===== src/rtl/rr_reg_arbiter.sv =====
// Round-robin arbiter that serialises N requesters' writes into one shared W-bit register.
// Optional owner lock with a bounded burst length is compiled in with `define ARB_LOCK_EN.
module rr_reg_arbiter #(
  parameter int unsigned N        = 4,
  parameter int unsigned W        = 8,
  parameter int unsigned MAX_LOCK = 8,
  localparam int unsigned IW      = (N > 1) ? $clog2(N) : 1
) (
  input  logic            clk,
  input  logic            rst_n,
  input  logic [N-1:0]    req,
  input  logic [N*W-1:0]  wdata,
`ifdef ARB_LOCK_EN
  input  logic [N-1:0]    lock,
`endif
  output logic [N-1:0]    gnt,
  output logic [W-1:0]    q,
  output logic [IW-1:0]   owner,
  output logic            valid
);

  if (N < 1 || N > 16) begin : g_bad_n
    $error("rr_reg_arbiter: N out of range");
  end
  if (MAX_LOCK < 1 || MAX_LOCK > 255) begin : g_bad_max_lock
    $error("rr_reg_arbiter: MAX_LOCK out of range");
  end

  logic [N-1:0]  gnt_q, gnt_d;
  logic [W-1:0]  q_q, q_d;
  logic [IW-1:0] owner_q, owner_d;
  logic          valid_q, valid_d;
  logic [IW-1:0] ptr_q, ptr_d;

  logic          win_found;
  logic [IW-1:0] win_idx;

  // Modular add with explicit wrap so indices never reach N, even for non-power-of-2 N.
  function automatic logic [IW-1:0] wrap_add(input logic [IW-1:0] base, input int unsigned off);
    int unsigned s;
    s = int'(base) + off;
    if (s >= N) s = s - N;
    return IW'(s);
  endfunction

  always_comb begin
    win_found = 1'b0;
    win_idx   = '0;
    for (int unsigned i = 0; i < N; i++) begin
      if (!win_found && req[wrap_add(ptr_q, i)]) begin
        win_found = 1'b1;
        win_idx   = wrap_add(ptr_q, i);
      end
    end
  end

`ifdef ARB_LOCK_EN
  logic [7:0] lock_cnt_q, lock_cnt_d;
  logic       lock_hold;

  // The lock is honoured only for the owner that was granted last cycle and is still asking.
  assign lock_hold = gnt_q[owner_q] && req[owner_q] && lock[owner_q] &&
                     ({24'd0, lock_cnt_q} < MAX_LOCK);
`endif

  always_comb begin
    gnt_d   = '0;
    valid_d = 1'b0;
    q_d     = q_q;
    owner_d = owner_q;
    ptr_d   = ptr_q;
`ifdef ARB_LOCK_EN
    lock_cnt_d = '0;
    if (lock_hold) begin
      gnt_d[owner_q] = 1'b1;
      valid_d        = 1'b1;
      q_d            = wdata[int'(owner_q)*W +: W];
      lock_cnt_d     = lock_cnt_q + 8'd1;
    end else
`endif
    if (win_found) begin
      gnt_d[win_idx] = 1'b1;
      valid_d        = 1'b1;
      q_d            = wdata[int'(win_idx)*W +: W];
      owner_d        = win_idx;
      ptr_d          = wrap_add(win_idx, 1);
    end
  end

  always_ff @(posedge clk) begin
    if (!rst_n) begin
      gnt_q   <= '0;
      q_q     <= '0;
      owner_q <= '0;
      valid_q <= 1'b0;
      ptr_q   <= '0;
`ifdef ARB_LOCK_EN
      lock_cnt_q <= '0;
`endif
    end else begin
      gnt_q   <= gnt_d;
      q_q     <= q_d;
      owner_q <= owner_d;
      valid_q <= valid_d;
      ptr_q   <= ptr_d;
`ifdef ARB_LOCK_EN
      lock_cnt_q <= lock_cnt_d;
`endif
    end
  end

  assign gnt   = gnt_q;
  assign q     = q_q;
  assign owner = owner_q;
  assign valid = valid_q;

endmodule


===== config.mk =====
export PLATFORM = sky130hd
export DESIGN_NAME = rr_reg_arbiter
export DESIGN_NICKNAME = d
export VERILOG_FILES = /design/src/rtl/rr_reg_arbiter.sv
export SDC_FILE = /design/constraint.sdc
export NUM_CORES = 1
export LEC_CHECK = 0
export CORE_AREA = 2 2 53 55
export CTS_CLUSTER_DIAMETER = 200
export CTS_CLUSTER_SIZE = 10
export DETAILED_ROUTE_END_ITERATION = 8
export DIE_AREA = 0 0 55 57
export PLACE_DENSITY = 0.8
export SETUP_SLACK_MARGIN = 0.2
export SYNTH_ARGS = -nofsm -noshare
export SYNTH_HDL_FRONTEND = slang
export SYNTH_SLANG_ARGS = --single-unit

===== constraint.sdc =====
create_clock -name clk -period 4.1 [get_ports clk]
set_clock_uncertainty 0.1 [all_clocks]
set_input_delay 0.82 -clock clk [delete_from_list [all_inputs] [get_ports clk]]
set_output_delay 0.82 -clock clk [all_outputs]
set_load 0.05 [all_outputs]

==> results of run 1 <==
[power breakdown]
| part | total (mW) | switching [mW] | internal, mW |
|---|---|---|---|
| Clock | 0.0877 | 0.0515 | 0.0362 |
| Combinational | 0.289 | 0.162 | 0.127 |
| Sequential | 0.208 | 0.0165 | 0.191 |
[final cells by class]
cell class,instances,share of cell area
Clock buffer,3,0.01447
Sequential cell,17,0.2186
Multi-Input combinational cell,77,0.3899
Inverter,4,0.01447
Clock inverter,1,0.003215
Tap cell,31,0.02492
Timing Repair Buffer,52,0.3344
[worst max-delay path, delay by kind of cell]
| family | cells | cell delay, ps |
|---|---|---|
| AND/OR/NAND/NOR | 2 | 240 |
| buffers and inverters | 2 | 720 |
| AO/OA/AOI/OAI | 3 | 740 |
| adder cells (fa/ha/maj) | 1 | 330 |
[final timing paths]
| path | startpoint | endpoint | slack (ps) | depth (start not counted) |
|---|---|---|---|---|
| worst max-delay path | req[2] | ptr_q[1] | 1360 | 8 |
| worst min-delay path | owner[1] | owner[1] | 360 | 2 |
| worst max register to register | ptr_q[1] | ptr_q[1] | 2040 | 7 |
| worst min register to register | owner[1] | owner[1] | 360 | 2 |
[routing by layer]
metal / track usage / vias up
met2: 0.3180 / 37
li1: - / 486
met1: 0.2215 / 454
met5: 0 / -
met4: 0.05226 / 0
met3: 0.03403 / 4
[cell usage in the layout, fill, tap and decap left out, drive strengths merged, types with 2 or more instances in the layout]
master and n:
a21o 2, a21oi 8, and3 4, clkbuf 3, clkdlybuf4s50 52, dfxtp 17
ha 4, inv 4, mux2 7, mux2i 10, nand2 6, nand2b 4
nand3 9, o211ai 4, o21a 2, o221ai 3
[metrics by stage]
stage	area [µm²]	power, mW	hold slack [ps]	setup WS (ps)	cells
floorplan	997.2	0.4006	450.6	1885	102
global placement	1529	0.4971	346.3	1129	181
detailed placement	1529	0.5002	350.1	1076	181
CTS	1556	0.5892	365.3	1333	185
global route	1556	0.6151	386.6	1240	185
finish	1556	0.5845	359.2	1358	185
[registers in the layout (all words and copies together), names as in the netlist]
register  flops
ptr_q         2
gnt           4
q             8
owner         2
valid         1
[logic make-up (layout without fill, tap and decap cells)]
logic type	after synthesis	count (layout)
compound gates	25	25
fa+ha+maj	4	4
buf+inv	8	60
flops	17	17
mux	17	17
simple gates	31	31
==> results.md, run 1 <==
* Syn Std Cell Area at 997.2 µm²
* Num rows at 19
* Worst Max-Slew Pin Slew at about 870 ps
* Asr flop ratio synth at 0
* Share of post-route cells with drive strength above 1 at 0.1104
* Buffers on Ports at 52
* Slew Limit Fails at 0
* Vias per std cell at 5.303
* First-pass GRT wire length at roughly 4200 µm
* Wire length on met3 at between 100 and 150 µm
* Syn Nets at 144
* Hold crit path type: flip-flop to flip-flop
* Most frequent cells after synthesis: 17 x dfxtp_1, 10 x mux2i_1, 9 x nand3_1
* FF/Latch Area at between 300 and 400 µm²
* Vias in the first global route at a little over 1000
* Cell type of the slowest stage on the worst timing path: clkdlybuf4s50_1
* Fraction of the cycle the final worst path needs at 0.6689
* TritonCTS Buffers at 3
* Synth top area cells: dfxtp_1 34%, mux2i_1 10%, ha_1 5.0%
* Required time worst endpoint at approximately 4200 ps
* # clock sinks at 17
* Main combinational cell family by area after synthesis: multiplexers
* Final Hold Vio Count at 0
* Pwr per Cell Area at around 380 nW/µm²
* Post-route setup TNS at 0 ps
* Worst rel slew slack at 0.4158
* Die Wd at 55 µm
* Leakage at 0.6325 nW
* Clk Latency, worst-skew pair at about 280 ps
* Crit path DAT at between 2000 and 3000 ps
* Core ar. at 2615 µm²
* Root buf cell: clkbuf_4
* Largest net degree at the start of global routing at 18
* Final min period at ~2700 ps
* Met2 wire length at 1201 µm
* WL met1 at ~1100 µm
* Drt first-iter violations at 10
* Max Buffers Root-to-Sink at 2
* Yosys top cell by area: dfxtp_1
* Simple-Gate Fraction of Synth Area at 0.1807
* Initial antenna violation count at 0
* RSZ-0062 raised after global routing: false
* Routed length per instance at between 10 and 15 µm
* Max FO, Critical Path at 9
* Clk slew on worst S/H paths at ~100 ps
* Critical setup path kind: input port to flip-flop
* CTS tree: built
* Mapped Avg Cell Area at 9.777 µm²
* Delay of the slowest cell on the worst path at 530 ps
* Most numerous cell in the Yosys netlist: dfxtp_1
* Gr usage total at 0.1822
* Die H at between 50 and 60 µm
* #FFs+latches synth at 17
* Worst Setup End Kind: flip-flop
* DRC viols at 0
* Multiplexer share of the synthesized area at 0.1907
* I/O Pins at 53
* Setup violations, final at 0
* Die Area at 3135 µm²
* Top FF cell, synth: dfxtp_1
* Dpl hpwl at approximately 2000 µm
* Post-Syn Instances at 102
* Post-synthesis cell type count at 38
* Compound-Gate Fraction of Synth Area at 0.1870
* Filler Cells Inserted at approximately 240
* ANT cells at 0
* Post-Synth Adder-Cell Area at 0.05019
* Fmax at 364.7 MHz
* Layout area overhead at 56.09%
* CTS resizes at 0
* Starting Density at 0.3813
* CP startpoint kind: input port
* Remaining global-route overflow at 0
* Share of the yosys chip area belonging to registers at 0.3413
* Top-area cell type share of the netlist area at 0.3413
* Status: finished, final reports clean
* YS warnings at 0
* Fin nets at between 150 and 200
* Top Metal Used: met4
* Cells along the critical path: clkdlybuf4s50_1 -> nor2b_1 -> a221o_2 -> o21ai_1 -> inv_2 -> ha_1 -> nand2_1 -> a21oi_1
* TritonRoute pass-1 iters at 4
* Post-CTS Hold Fix Bufs at 0
* GP Congestion at roughly 0.78
* Core Util, Final at 0.5952
* Vias at 981
* Area occupied by multi-input gates at roughly 610 µm²
* Post-Synth XOR/XNOR Area at 0
* Max Cap Viol at 0
* Post-CTS Setup Repair Bufs at 0
* EDFF count, synth at 0
* Antenna Violating Nets Remaining at 0
* Drt total wl at ~2500 µm
* Worst VDD drop at between 200 and 250 µV
* H-tree Lvls at 1
Power figures use the tool's default switching activity.
==> run 2: changes to the inputs <==
Settings changed: CORE_AREA 2 2 53 55 to 2 2 57 59, DIE_AREA 0 0 55 57 to 0 0 59 61, PLACE_DENSITY 0.8 to 0.73.
Clock period 4.1 ns to 2.3 ns, I/O delays scaled along.
==> results.md, run 2 (synthesized netlist as in run 1, its figures left out) <==
* Status: finished, final reports clean (unchanged)
* Root buf cell: clkbuf_4 (unchanged)
* Final Hold Vio Count at 0 (unchanged)
* Pwr per Cell Area at 666.4 nW/µm² (was 375.5 nW/µm²)
* Vias in the first global route at 1018 (was 1007)
* Vias per std cell at 5.120 (was 5.303)
* CP top delay family: buffers and inverters (was compound AO/OA/AOI/OAI gates)
* Remaining global-route overflow at 0 (unchanged)
* Buffers on Ports at 52 (unchanged)
* Final min period at roughly 2000 ps
* Cells along the critical path: clkdlybuf4s50_1 (was clkdlybuf4s50_1 -> nor2b_1 -> a221o_2 -> o21ai_1 -> inv_2 -> ha_1 -> nand2_1 -> a21oi_1)
* Fraction of the cycle the final worst path needs at 0.8782
* TritonRoute pass-1 iters at 4 (unchanged)
* Max Cap Viol at 0 (unchanged)
* Antenna Violating Nets Remaining at 0 (unchanged)
* TritonCTS Buffers at 3 (unchanged)
* Worst rel slew slack at 0.6660 (was 0.4158)
* Die Wd at 59 µm (was 55 µm)
* RSZ-0062 raised after global routing: false (unchanged)
* Cell type of the slowest stage on the worst timing path: clkdlybuf4s50_1 (unchanged)
* Startpoint of the worst hold path: owner[1] (unchanged)
* Setup violations, final at 0 (unchanged)
* Clk slew on worst S/H paths at 100 ps (about the same)
* Fin nets at 210 (was 197)
* Max FO, Critical Path at 2 (was 9)
* Final worst slack at 280.2 ps (was 1358 ps)
* Required time worst endpoint at 1740 ps (was 4220 ps)
* Starting Density at 0.3377 (was 0.3813)
* Share of post-route cells with drive strength above 1 at 0.2036 (was 0.1104)
* Post-CTS Hold Fix Bufs at 0 (unchanged)
* CTS tree: built (unchanged)
* # clock sinks at 17 (unchanged)
* GP Congestion at 0.7400 (was 0.7752)
* CP startpoint kind: flip-flop (was input port)
* Worst Setup SP: owner[0] (was req[2])
* Drt first-iter violations at 35 (was 10)
* Launch point of the worst reg-to-reg path: ptr_q[1] (unchanged)
* Dpl hpwl at 2370 µm (was 1970 µm)
* Post-CTS Setup Repair Bufs at 0 (unchanged)
* H-tree Lvls at 1 (unchanged)
* Num rows at 20 (was 19)
* Critical setup path kind: flip-flop to output port (was input port to flip-flop)
* Max reg flops at 8 (unchanged)
* Die Area at 3599 µm² (was 3135 µm²)
* Die H at 61 µm (was 57 µm)
* Critical path buffers and inverters at 1 (was 2)
* Hold crit path type: flip-flop to flip-flop (unchanged)
* Core ar. at 2953 µm² (was 2615 µm²)
* Worst VDD drop at 365.3 µV (was 209.9 µV)
* Worst slack at placement at -113.4 ps (was 1076 ps)
* Crit path DAT at 1460 ps (was 2860 ps)
* Layout area overhead at 69.64% (was 56.09%)
* Fmax at slightly below 500 MHz
* Fin cells at 200 (was 185)
* I/O Pins at 53 (unchanged)
* Placed Instances at 196 (was 181)
* DRC viols at 0 (unchanged)
* Vias at 1024 (was 981)
* Drt total wl at 2974 µm (was 2522 µm)
* Leakage at 0.7259 nW (was 0.6325 nW)
* ANT cells at 0 (unchanged)
* Worst Setup End Kind: output port (was flip-flop)
* Initial antenna violation count at 0 (unchanged)
* Delay of the slowest cell on the worst path at 810 ps (was 530 ps)
* Largest net degree at the start of global routing at 17 (was 18)
* Filler Cells Inserted at 282 (was 236)
* Core Util, Final at 0.5729 (was 0.5952)
* Worst Max-Slew Pin Slew at 499.4 ps (was 869.1 ps)
* Max Buffers Root-to-Sink at 2 (unchanged)
* Commonest non-fill, non-tap cell in the layout: clkdlybuf4s50_1 (unchanged)
* Slew Limit Fails at 0 (unchanged)
* Gr usage total at 0.1779 (was 0.1822)
* Routed length per instance at 14.87 µm (was 13.63 µm)
* First-pass GRT wire length at 4754 µm (was 4222 µm)
* Clk Latency, worst-skew pair at 300 ps (was 280 ps)
* Commonest cells after routing, fill and taps aside: 51 x clkdlybuf4s50_1, 17 x dfxtp_1, 12 x buf_4, 10 x mux2i_1, 9 x nand3_1 (was 52 x clkdlybuf4s50_1, 17 x dfxtp_1, 10 x mux2i_1, 9 x nand3_1, 8 x a21oi_1)
-- run 2: cell count changes in the layout (fill, tap and decap cells not counted), sizes merged --
cell	change
inv	-1
dlymetal6s2s	+1
clkinv	+1
buf	+13
clkdlybuf4s50	-1
-- run 2: area by class of cell --
class / instances / area [µm²] / area share
Inverter: 4 / 27.53 / 0.01627
Tap cell: 33 / 41.29 / 0.02441
Multi-Input combinational cell: 77 / 621.8 / 0.3676
Sequential cell: 17 / 340.3 / 0.2012
Clock buffer: 3 / 22.52 / 0.01331
Timing Repair Buffer: 65 / 633.1 / 0.3743
Clock inverter: 1 / 5.005 / 0.002959
-- run 2: worst paths after layout --
check,endpoint,slack [ps],depth (start not counted)
worst max-delay path,owner[0],280,1
worst min-delay path,owner[1],370,2
worst max register to register,q[1],430,7
worst min register to register,owner[1],370,2
-- run 2: per-stage QoR --
stage	hold WS (ps)	power [mW]	setup TNS, ps	area, µm²
finish	372.4	1.127	0	1692
global route	397.1	1.197	0	1692
CTS	374.3	1.126	0	1669
detailed placement	359.6	0.9591	-759.3	1642
global placement	352.5	0.9466	-390.4	1642
floorplan	450.6	0.7141	0	997.2
-- run 2: repair_timing --
action,CTS,global route
hold endpoints to repair,0,0
resized for setup,0,7
endpoints found under the setup margin,0,7
-- run 2: layer usage --
metal / wire (µm) / global-route usage
met1: 1197 / 0.2008
met2: 1598 / 0.3317
met3: 142 / 0.03198
met4: 36 / 0.06818
met5: 0 / 0
-- run 2: power by group --
group          leakage (nW)  switching (mW)  internal [mW]  total (mW)
clock                0.0177           0.100         0.0648       0.165
sequential            0.141          0.0297          0.341       0.371
combinational         0.567           0.307          0.285       0.592
total                 0.726           0.436          0.691        1.13
